===== config.mk =====
export PLATFORM = sky130hd
export DESIGN_NAME = spi_master_tx
export DESIGN_NICKNAME = d
export VERILOG_FILES = /design/src/rtl/spi_pkg.sv /design/src/rtl/spi_clk_gen.sv /design/src/rtl/spi_master_tx.sv
export SDC_FILE = /design/constraint.sdc
export NUM_CORES = 1
export LEC_CHECK = 0
export ABC_CLOCK_PERIOD_IN_PS = 2380
export CAP_MARGIN = 20
export CORE_AREA = 5 5 88 90
export CTS_BUF_LIST = sky130_fd_sc_hd__clkbuf_16
export DETAILED_ROUTE_END_ITERATION = 10
export DIE_AREA = 0 0 93 95
export DONT_BUFFER_PORTS = 1
export PLACE_DENSITY_LB_ADDON = 0.15
export SLEW_MARGIN = 25
export SYNTH_ARGS = -nofsm -noshare
export SYNTH_HDL_FRONTEND = slang
export SYNTH_SLANG_ARGS = --single-unit

===== constraint.sdc =====
create_clock -name clk -period 2.38 [get_ports clk]
set_input_delay 0.238 -clock clk [delete_from_list [all_inputs] [get_ports clk]]
set_output_delay 0.238 -clock clk [all_outputs]
set_load 0.05 [all_outputs]

===== src/rtl/spi_pkg.sv =====
// Shared types and default constants for the SPI master transmitter.
package spi_pkg;

  typedef enum logic [1:0] {
    IDLE,
    SETUP,
    SHIFT,
    DONE
  } spi_state_t;

  localparam int SPI_DATA_W  = 8;
  localparam int SPI_CLK_DIV = 2;

endpackage


===== src/rtl/spi_clk_gen.sv =====
// Half-period timer for the SPI master: counts CLK_DIV clk cycles per SCLK phase
// and flags the edge that should raise (rise) or lower (fall) SCLK.
module spi_clk_gen
  import spi_pkg::*;
#(
  parameter int CLK_DIV = SPI_CLK_DIV
) (
  input  logic clk,
  input  logic rst,
  input  logic en,
  output logic rise,
  output logic fall
);

  localparam int CNT_W = $clog2(CLK_DIV + 1);
  localparam logic [CNT_W-1:0] LAST = CNT_W'(CLK_DIV - 1);

  logic [CNT_W-1:0] cnt;
  logic             phase;
  logic             wrap;

  // phase mirrors SCLK: low through SETUP, then alternating each half-period
  assign wrap = en && (cnt == LAST);
  assign rise = wrap && !phase;
  assign fall = wrap && phase;

  always_ff @(posedge clk) begin
    if (rst || !en) begin
      cnt   <= '0;
      phase <= 1'b0;
    end else if (cnt == LAST) begin
      cnt   <= '0;
      phase <= ~phase;
    end else begin
      cnt <= cnt + 1'b1;
    end
  end

endmodule


===== src/rtl/spi_master_tx.sv =====
// SPI mode-0 master, MSB first, one frame per start request.
// Define SPI_LOOPBACK_EN to receive the master's own mosi instead of the miso pin.
module spi_master_tx
  import spi_pkg::*;
#(
  parameter int DATA_W  = SPI_DATA_W,
  parameter int CLK_DIV = SPI_CLK_DIV
) (
  input  logic              clk,
  input  logic              rst,
  input  logic              start,
  input  logic [DATA_W-1:0] tx_data,
  output logic              ready,
  output logic              done,
  output logic [DATA_W-1:0] rx_data,
  output logic              sclk,
  output logic              mosi,
  input  logic              miso,
  output logic              cs_n
);

  localparam int BIT_W = $clog2(DATA_W) + 1;
  localparam logic [BIT_W-1:0] LAST_BIT = BIT_W'(DATA_W);

  spi_state_t        state, state_nxt;
  logic [DATA_W-1:0] tx_shift;
  logic [DATA_W-1:0] rx_shift;
  logic [BIT_W-1:0]  bit_cnt;
  logic              rise, fall, en, last_bit, sample_bit;

  spi_clk_gen #(.CLK_DIV(CLK_DIV)) u_clk_gen (
    .clk  (clk),
    .rst  (rst),
    .en   (en),
    .rise (rise),
    .fall (fall)
  );

  assign en       = (state == SETUP) || (state == SHIFT);
  assign last_bit = (bit_cnt == LAST_BIT);
  assign ready    = (state == IDLE);
  assign done     = (state == DONE);
  assign mosi     = tx_shift[DATA_W-1];

`ifdef SPI_LOOPBACK_EN
  logic unused_miso;
  assign unused_miso = miso;
  assign sample_bit  = mosi;
`else
  assign sample_bit  = miso;
`endif

  always_ff @(posedge clk) begin
    if (rst) state <= IDLE;
    else     state <= state_nxt;
  end

  always_comb begin
    state_nxt = state;
    case (state)
      IDLE:    if (start) state_nxt = SETUP;
      SETUP:   if (rise) state_nxt = SHIFT;
      // a rise strobe after the last low half-period ends the frame instead
      SHIFT:   if (rise && last_bit) state_nxt = DONE;
      DONE:    state_nxt = IDLE;
      default: state_nxt = IDLE;
    endcase
  end

  always_ff @(posedge clk) begin
    if (rst) begin
      tx_shift <= '0;
      rx_shift <= '0;
      rx_data  <= '0;
      bit_cnt  <= '0;
      cs_n     <= 1'b1;
      sclk     <= 1'b0;
    end else begin
      case (state)
        IDLE: begin
          if (start) begin
            tx_shift <= tx_data;
            bit_cnt  <= '0;
            cs_n     <= 1'b0;
            sclk     <= 1'b0;
          end
        end
        SETUP: begin
          if (rise) begin
            sclk     <= 1'b1;
            rx_shift <= {rx_shift[DATA_W-2:0], sample_bit};
          end
        end
        SHIFT: begin
          if (fall) begin
            sclk     <= 1'b0;
            tx_shift <= {tx_shift[DATA_W-2:0], 1'b0};
            bit_cnt  <= bit_cnt + 1'b1;
          end else if (rise) begin
            if (last_bit) begin
              cs_n    <= 1'b1;
              rx_data <= rx_shift;
            end else begin
              sclk     <= 1'b1;
              rx_shift <= {rx_shift[DATA_W-2:0], sample_bit};
            end
          end
        end
        default: ;
      endcase
    end
  end

endmodule


# [After elaboration in Yosys (flattened, before gate mapping)]
# Index checks and enable logic that the tools add are counted.
[word_totals] register_bits=35 in_bits=12 output_inout_bits=13 wordCells=72
[classes] n_addsub=2 n_eq_ne=15 n_mux=25 bitwise_logic=2 n_reduce_logical=19
[op_table] op="8-bit two-way mux" count=6
[op_table] op="8-bit case mux with 2 select lines" count=2
[op_table] op="5-bit AND reduction" count=3
[op_table] op="2-bit != test, second input constant" count=7
[op_table] op="1-bit two-way mux" count=8
[op_table] op="4-bit two-way mux" count=2
[op_table] op="2-bit case mux with 4 select lines" count=1
[op_table] op="4-bit case mux with 2 select lines" count=1
[op_table] op="2-bit two-way mux" count=3
[op_table] op="3-bit != test, second input constant" count=2
[op_table] op="3-bit AND reduction" count=2
[op_table] op="4-bit by 1-bit adder with 4-bit output, second input constant" count=1
[op_table] op="2-bit by 1-bit equality test with 1-bit output, second input constant" count=2
[op_table] op="2-bit equality test, second input constant" count=2
[op_table] op="4-bit equality test, second input constant" count=1
[op_table] op="1-bit logical AND" count=4
[op_table] op="4-bit AND reduction" count=1
[op_table] op="2-bit nonzero test" count=2
[op_table] op="1-bit case mux with 3 select lines" count=1
[op_table] op="3-bit nonzero test" count=1
[op_table] op="2-bit by 1-bit adder with 2-bit output, second input constant" count=1
[op_table] op="1-bit zero test" count=2
[op_table] op="2-bit zero test" count=1
[op_table] op="1-bit logical OR" count=2
[op_table] op="other kinds (4)" count=5

# [Logic depth before layout (Yosys ltp)]
# Gate-level depths: netlist (run 1).
[depth] depth_word=7 ltp_mapped=8 depth_no_buf=6

# [Hierarchy]
# A second synthesis (run 1) with hierarchy kept.
[hier_totals] hier_cells=171 hier_area_um2=1597.8
[modules_own_cells] module="spi_master_tx" n_inst=1 cells_each=158 area_per_inst_um2=1477.7 seq_area_each_um2=640.6
[modules_own_cells] module="spi_clk_gen" n_inst=1 cells_each=13 area_per_inst_um2=120.1 seq_area_each_um2=60.1

# [Worst setup path after synthesis (run 1)]
# Ideal clock, no wire load.
[synth_path] path_type="register to register" start="register state[0]" end="register sclk" setup_ns=0.121 arrival_ns=1.749 t_required_ns=2.259 path_slack_ns=0.511 path_stages_with_launch=7 path_buffers=0 period_less_slack_ns=1.869 cell_sequence="dfxtp_1 > inv_1 > ha_1 > and2b_1 > a211oi_1 > o211ai_1 > mux2_2"
[synth_via] elab_cells_between_ends=15 classes_between="eq/ne (6); mux (2); reduce/logical (7)"
[synth_rtl] item="start, declared" line="spi_master_tx.sv:25" rtl="spi_state_t state, state_nxt;"
[synth_rtl] item="start signal, assigned" line="spi_master_tx.sv:55" rtl="else state <= state_nxt;"
[synth_rtl] item="2-bit zero test (*)"
[synth_rtl] item="named net ready" line="spi_master_tx.sv:13" rtl="output logic ready,"
[synth_rtl] item="2-bit != test (no source line) / 3-bit nonzero test (equally long branches)"
[synth_rtl] item="5-bit AND reduction (no source line)"
[synth_rtl] item="end signal, assigned" line="spi_master_tx.sv:77" rtl="sclk <= 1'b0;"
[synth_rtl] item="end signal, assigned" line="spi_master_tx.sv:85" rtl="sclk <= 1'b0;"
[synth_rtl] item="end signal, assigned" line="spi_master_tx.sv:90" rtl="sclk <= 1'b1;"
[synth_rtl] item="end, declared" line="spi_master_tx.sv:16" rtl="output logic sclk,"
# Mark *: on every way through the listed nets, which the timed path passes. The rest lies on a longest branch.
# A chain may end at the register's enable or synchronous reset.

# [Worst setup path in the final report (run 1)]
[layout_path] start="register state[0]" end="register tx_shift[7]"
[layout_via] elab_chain_len=6 elab_cells_between_ends=11 classes_between="eq/ne (4); mux (1); reduce/logical (6)"
[layout_lines] item="2-bit by 1-bit equality test with 1-bit output / 2-bit equality test (equally long branches)" line="spi_master_tx.sv:39, spi_master_tx.sv:79"
[layout_lines] item="1-bit logical OR" line="spi_master_tx.sv:39" rtl="assign en = (state == SETUP) || (state == SHIFT);"
[layout_lines] item="1-bit logical AND" line="spi_clk_gen.sv:23" rtl="assign wrap = en && (cnt == LAST);"
[layout_lines] item="1-bit logical AND" line="spi_clk_gen.sv:25" rtl="assign fall = wrap && phase;"
[layout_lines] item="2-bit != test (no source line)"
[layout_lines] item="3-bit AND reduction (no source line)"
[layout_lines] item="end signal, assigned" line="spi_master_tx.sv:82" rtl="tx_shift <= tx_data;"
[layout_lines] item="end signal, assigned" line="spi_master_tx.sv:97" rtl="tx_shift <= {tx_shift[DATA_W-2:0], 1'b0};"
[layout_lines] item="end, declared" line="spi_master_tx.sv:26" rtl="logic [DATA_W-1:0] tx_shift;"
# Several ways; a longest one is shown, not always the timed one.

==> metrics, run 1 <==
first-pass GRT wire length=approximately 5800 um; sequential fraction of the synthesis area=42.68%; Via density=around 4.5; Residual DRC=0; Hold WC Path Type=input pin to flop; DRT antenna net count=0; Final Hold Fails=0; most used flip-flop cell after synthesis=dfxtp_1; Critical Path Slowest Stage Cell=ha_1; Switch Pwr=just over 0.0009 W; run status=completed; Netlist cell types=33; total grt overflow=0; dpl ws=455.0 ps; setup repair after global routing missed its margin=false; share of post-route cells with drive strength above 1=11.60%; Worst-Margin Slew=around 550 ps; commonest non-fill, non-tap cell in the layout=dfxtp_1; max cap viols=0; CP Launch Type=flop; Crit path arrival time=2080 ps; H-tree levels=2; Clock Root Buffer=clkbuf_16; CTS tree=built; crit-path max cell delay=380 ps; Logic pwr share=37.3%; Max-slew headroom=63.09%; Post-synth EDFFs=0; final WL=~3400 um; average size of a mapped cell=9.274 um^2; initial DRC count=62; die area=between 0.008 and 0.009 mm^2; Worst-Skew Late Latency=280 ps; R2R setup slack=between 400 and 500 ps; placer congestion estimate=0.7373; Worst path top cell family by delay=compound AO/OA/AOI/OAI gates; vias in the first global route=1,195; pin count of the biggest net entering global routing=34; CTS max path bufs=2; crit path time final=~1900 ps; number of fill cells in the layout=755; TritonRoute pass-1 iters=3; Die Width=roughly 93 um; Static Leak=between 0.7 and 0.8 nW; Max Freq=530.6 MHz; fin nets=200; wire per inst=approximately 13 um; syn_nets=197; Setup Viol. Count Final=0; fin worst setup slack=495.2 ps; Clock Sinks=35; Async S/R FF share, synth=0%; Core Rows=31; Worst setup EP type=flop; CTS resizes=0; # port buffers=0; CTS Hold Buffers Added=0; setup bufs post-CTS=0; most frequent cells in the layout=35 x dfxtp_1, 20 x nor2_1, 17 x mux2i_1; clock skew=5.797 ps; core box area=0.006982 mm^2; pwr/cell area=approximately 1200 mW/mm^2; antenna violations before repair=0; Ports=25; Synth Instances=177; internal power=0.001402 W; required time worst endpoint=2570 ps; Clock Pin Slew Worst Setup and Hold Paths=roughly 60 ps; fin. max-slew vios=0; Netlist Area Pre-Place=0.001642 mm^2; crit path cell chain=inv_1 > ha_1 > nand4_1 > a21oi_4 > buf_4 > nor2_1 > a211oi_1; GRT Overall Usage=roughly 8.4%; maximum vdd drop=0.4429 mV; Buf/Inv on CP=2; total number of yosys warnings=0; crit-path max FO=17; Final Power=0.002310 W; die height=about 95 um; Area Overhead vs Synth=14.71%; FF+latch count, synth=35; fin crit share=79.19%; register share of total power=between 30% and 40%; initial core utilization=23.51%; clock power share=between 20% and 30%; sw frac=39.30%; Worst Path Class, Setup=flop to flop; Num CTS Buffers=5; Antenna Cells=0; post-DP HPWL=2409 um; Sum Neg Setup Slack=0 ps; Vias=1,190
worst paths after layout:
kind                    start                to  depth (start not counted)
min                       rst       tx_shift[3]                          1
max                  state[0]       tx_shift[7]                          7
max reg2reg          state[0]       tx_shift[7]                          7
min reg2reg  u_clk_gen.cnt[0]  u_clk_gen.cnt[0]                          1
area by class of cell:
cell class | count | area, um^2 | share of cell area (%)
Tap cell | 82 | 102.6 | 5.448
Sequential cell | 35 | 700.7 | 37.21
Clock inverter | 3 | 20.02 | 1.063
Multi-Input combinational cell | 125 | 867.1 | 46.05
Clock buffer | 5 | 125.1 | 6.645
Timing Repair Buffer | 5 | 37.54 | 1.993
Inverter | 8 | 30.03 | 1.595
registers in the layout, indices dropped and copies added, names as in the netlist:
signal,count
bit_cnt,4
cs_n,1
rx_data,8
rx_shift,8
sclk,1
state,2
tx_shift,8
u_clk_gen.cnt,2
u_clk_gen.phase,1
per-stage QoR:
stage          utilization [%]  instance area [um^2]  hold slack, ps  instances
2_1_floorplan                -                  1642           378.5        177
3_3_place_gp             24.89                  1738           317.3        255
3_5_place_dp             24.89                  1738           318.2        255
4_1_cts                  26.97                  1883           19.79        263
5_1_grt                  26.97                  1883           19.86        263
6_report                 26.97                  1883           36.47        263
worst register-to-register path, delay by kind of cell, from the launching register on:
| family | cells | cell delay (ps) |
|---|---|---|
| flip-flops | 1 | 330 |
| AO/OA/AOI/OAI | 2 | 420 |
| AND/OR/NAND/NOR | 2 | 340 |
| adder cells (fa/ha/maj) | 1 | 380 |
| buffers and inverters | 2 | 330 |
routing by layer:
layer	track usage, %	up-vias	part of all wire [%]	wire length (um)
li1	-	620	-	-
met1	10.38	544	49	1681
met2	12.66	21	43	1473
met3	4.064	5	7.1	246
met4	3.297	0	1.2	42
met5	0	-	0	0
cells in the mapped netlist, types with 2 or more instances:
cell      count  area share [%]
dfxtp_1      35              43
nor2_1       20             4.6
mux2i_1      17              10
a21oi_1      14             4.3
a211oi_1     10             4.6
nand3_1      10             3.0
ha_1          8             6.1
inv_1         8             1.8
nand2b_1      8             3.0
o21ai_0       8             2.4
nand2_1       6             1.4
clkbuf_1      5             1.1
o21bai_1      3             1.4
and3b_1       2             1.1
buf_2         2            0.61
mux2_2        2             1.4
nor3_1        2            0.61
xnor2_1       2             1.1
power groups by stage:
stage                     Combinational, W  Clock [W]  Sequential, W
after floorplan                   0.000716          0       0.000798
after global placement            0.000884          0       0.000820
after detailed placement          0.000877          0       0.000818
after CTS                         0.000882   0.000662       0.000806
after global routing              0.000979   0.000688       0.000819
final                             0.000863   0.000643       0.000805
logic make-up after synthesis:
| logic type | share of synthesized area (%) |
|---|---|
| AND/OR/NAND/NOR | 17.46 |
| AO/OA/AOI/OAI | 16.46 |
| flip-flops | 42.68 |
| multiplexers | 11.74 |
| buffers and inverters | 4.497 |
| adder cells (fa/ha/maj) | 6.098 |
| XOR/XNOR | 1.067 |
Note: power is estimated with default switching activity, not from simulation.
==> inputs of run 2 (changes only) <==
--- a/config.mk
+++ b/config.mk
@@ -5,7 +5,7 @@
 export SDC_FILE = /design/constraint.sdc
 export NUM_CORES = 1
 export LEC_CHECK = 0
-export ABC_CLOCK_PERIOD_IN_PS = 2380
+export ABC_CLOCK_PERIOD_IN_PS = 1680
 export CAP_MARGIN = 20
 export CORE_AREA = 5 5 88 90
 export CTS_BUF_LIST = sky130_fd_sc_hd__clkbuf_16
==> constraint.sdc (replaced) <==
create_clock -name clk -period 1.68 [get_ports clk]
set_input_delay 0.168 -clock clk [delete_from_list [all_inputs] [get_ports clk]]
set_output_delay 0.168 -clock clk [all_outputs]
set_load 0.05 [all_outputs]
==> run 2 against run 1 <==
- the flow now finishes with violations (negative setup slack)
- maximum frequency is 9.9% higher
- combinational power is 120% higher
- setup slack worse by 530 ps
- die area stayed put
- critical endpoint is now sclk
- clock skew is 3.2 ps lower
- wire length is 9.3% higher
- critical path type unchanged
- critical path depth is 1 lower
- flip-flop and latch count stayed put
- final area is 18% higher
==> metrics, run 2 (synthesis gave the netlist of run 1 again) <==
Core Rows=31 (unchanged); pin count of the biggest net entering global routing=34 (unchanged); commonest non-fill, non-tap cell in the layout=dfxtp_1 (unchanged); fin worst setup slack=-35.18 ps (was 495.2 ps); core box area=0.006982 mm^2 (unchanged); initial DRC count=29 (was 62); Max Freq=583.0 MHz (was 530.6 MHz); fin. max-slew vios=0 (unchanged); crit-path max cell delay=350 ps (was 380 ps); vias in the first global route=1,267 (was 1,195); hold slack=1.126 ps (was 36.47 ps); Worst setup EP type=flop (unchanged); CTS tree=built (unchanged); Area Overhead vs Synth=35.75% (was 14.71%); fin nets=222 (was 200); most frequent cells in the layout=33 x dfxtp_1, 23 x buf_4, 17 x mux2i_1 (was 35 x dfxtp_1, 20 x nor2_1, 17 x mux2i_1); # port buffers=0 (unchanged); H-tree levels=2 (unchanged); Clock Root Buffer=clkbuf_16 (unchanged); required time worst endpoint=1840 ps (was 2570 ps); run status=complete, but fails checks (was completed); Via density=4.554 (was 4.525); Residual DRC=0 (unchanged); top flop regs=rx_data x8, rx_shift x8, tx_shift x8 (unchanged); pwr/cell area=1880 mW/mm^2 (was 1227 mW/mm^2); final WL=3763 um (was 3443 um); crit-path max FO=5 (was 17); Critical Path Slowest Stage Cell=dfxtp_2 (was ha_1); Antenna Cells=0 (unchanged); top routing layer in use=met4 (unchanged); Worst Path Class, Setup=flop to flop (unchanged); wire length on met2=1698 um (was 1473 um); post-DP HPWL=2483 um (was 2409 um); die area=0.008835 mm^2 (unchanged); GRT Overall Usage=8.729% (was 8.428%); CTS max path bufs=2 (unchanged); number of fill cells in the layout=743 (was 755); Static Leak=0.8732 nW (was 0.7084 nW); DRT antenna net count=0 (unchanged); met1 wire length=1813 um (was 1681 um); placer congestion estimate=0.7379 (was 0.7373); crit path cell chain=inv_2 > ha_4 > buf_4 > and3b_2 > o211ai_1 > mux2_4 (was inv_1 > ha_1 > nand4_1 > a21oi_4 > buf_4 > nor2_1 > a211oi_1); Hold WC Path Type=input pin to flop (unchanged); Final Instance Area=0.002228 mm^2 (was 0.001883 mm^2); Worst-Skew Late Latency=270 ps (was 280 ps); total grt overflow=0 (unchanged); Clock Pin Slew Worst Setup and Hold Paths=60 ps (about the same); Vias=1,298 (was 1,190); Ports=25 (unchanged); Non-Filler Instances=285 (was 263); CP Launch Type=flop (unchanged); TritonRoute pass-1 iters=4 (was 3); Worst-Margin Slew=525.8 ps (was 552.8 ps); fin crit share=102.1% (was 79.19%); placed cells=270 (was 255); die height=95 um (unchanged); R2R setup slack=-40 ps (was 500 ps); Die Width=93 um (unchanged); met3 WL post-DR=197 um (was 246 um); initial core utilization=23.51% (unchanged); setup repair after global routing missed its margin=true (was false); share of post-route cells with drive strength above 1=30.05% (was 11.60%); DP Area=0.001876 mm^2 (was 0.001738 mm^2); Num CTS Buffers=5 (unchanged); failing checks=negative setup slack; maximum vdd drop=0.7918 mV (was 0.4429 mV); Layout Utilization=31.92% (was 26.97%); Crit path arrival time=1880 ps (was 2080 ps); antenna violations before repair=0 (unchanged); first-pass GRT wire length=6003 um (was 5768 um); clock skew=2.641 ps (was 5.797 ps); Final Hold Fails=0 (unchanged); Clock Sinks=35 (unchanged); max cap viols=0 (unchanged); wire per inst=13.20 um (was 13.09 um); Max-slew headroom=64.90% (was 63.09%); crit path time final=1715 ps (was 1885 ps); Setup Viol. Count Final=1 (was 0)
-- run 2: cell types whose count changed in the layout (fill, tap and decap cells not counted), moves of 3 or more --
| cell | before | now |
|---|---|---|
| buf_4 | 5 | 23 |
| nor2_1 | 20 | 15 |
| nor2_2 | 0 | 4 |
| a211oi_1 | 10 | 7 |
| a211oi_2 | 0 | 3 |
-- run 2: worst paths after layout --
path / start / cells past startpoint / end
max: state[1] / 6 / sclk
min: rst / 1 / cs_n
max reg2reg: state[1] / 6 / sclk
min reg2reg: u_clk_gen.cnt[0] / 1 / u_clk_gen.cnt[0]
-- run 2: area by class of cell --
class,instances,area [um^2],area share (%)
clock buffers,5,125.1,5.615
clock inverters,3,67.56,3.032
inverters,8,30.03,1.348
well taps,82,102.6,4.604
flip-flops and latches,35,703.2,31.56
repair buffers,27,249.0,11.17
multi-input cells,125,950.9,42.67
-- run 2: critical path: cells and delay by family, from the launching register on --
family | cells | cell delay (ps)
compound gates | 1 | 250
fa+ha+maj | 1 | 250
buf+inv | 2 | 180
flops | 1 | 350
mux | 1 | 320
simple gates | 1 | 250
-- run 2: what timing repair did --
item / 4_1_cts / 5_1_grt
endpoints found under the setup margin: 17 / 30
endpoints found under the hold margin: 27 / 26
buffers inserted: 2 / 3
pin swaps: 2 / 12
gates cloned: 0 / 1
gates resized for setup: 2 / 21
-- run 2: where the power goes --
group	switching [W]	leakage, nW	internal (W)
Clock	0.000348	0.0900	0.000849
Sequential	0.000106	0.286	0.000977
Combinational	0.00102	0.498	0.000892
Total	0.00147	0.873	0.00272
-- run 2: per-stage QoR --
| step | TNS, ps | setup WS, ps | total power [W] |
|---|---|---|---|
| finish | -35.18 | -35.18 | 0.004190 |
| global route | -1017 | -74.58 | 0.004470 |
| detailed placement | -324.7 | -57.47 | 0.002619 |
| CTS | 0 | 3.524 | 0.003915 |
| global placement | -108.2 | -37.07 | 0.002629 |
| floorplan | 0 | 32.86 | 0.002201 |
-- run 2: routing by layer --
layer / global-route usage (%) / vias to the layer above
met5: 0 / -
met4: 3.663 / 0
met3: 3.586 / 5
met2: 13.68 / 20
met1: 10.57 / 604
li1: - / 669
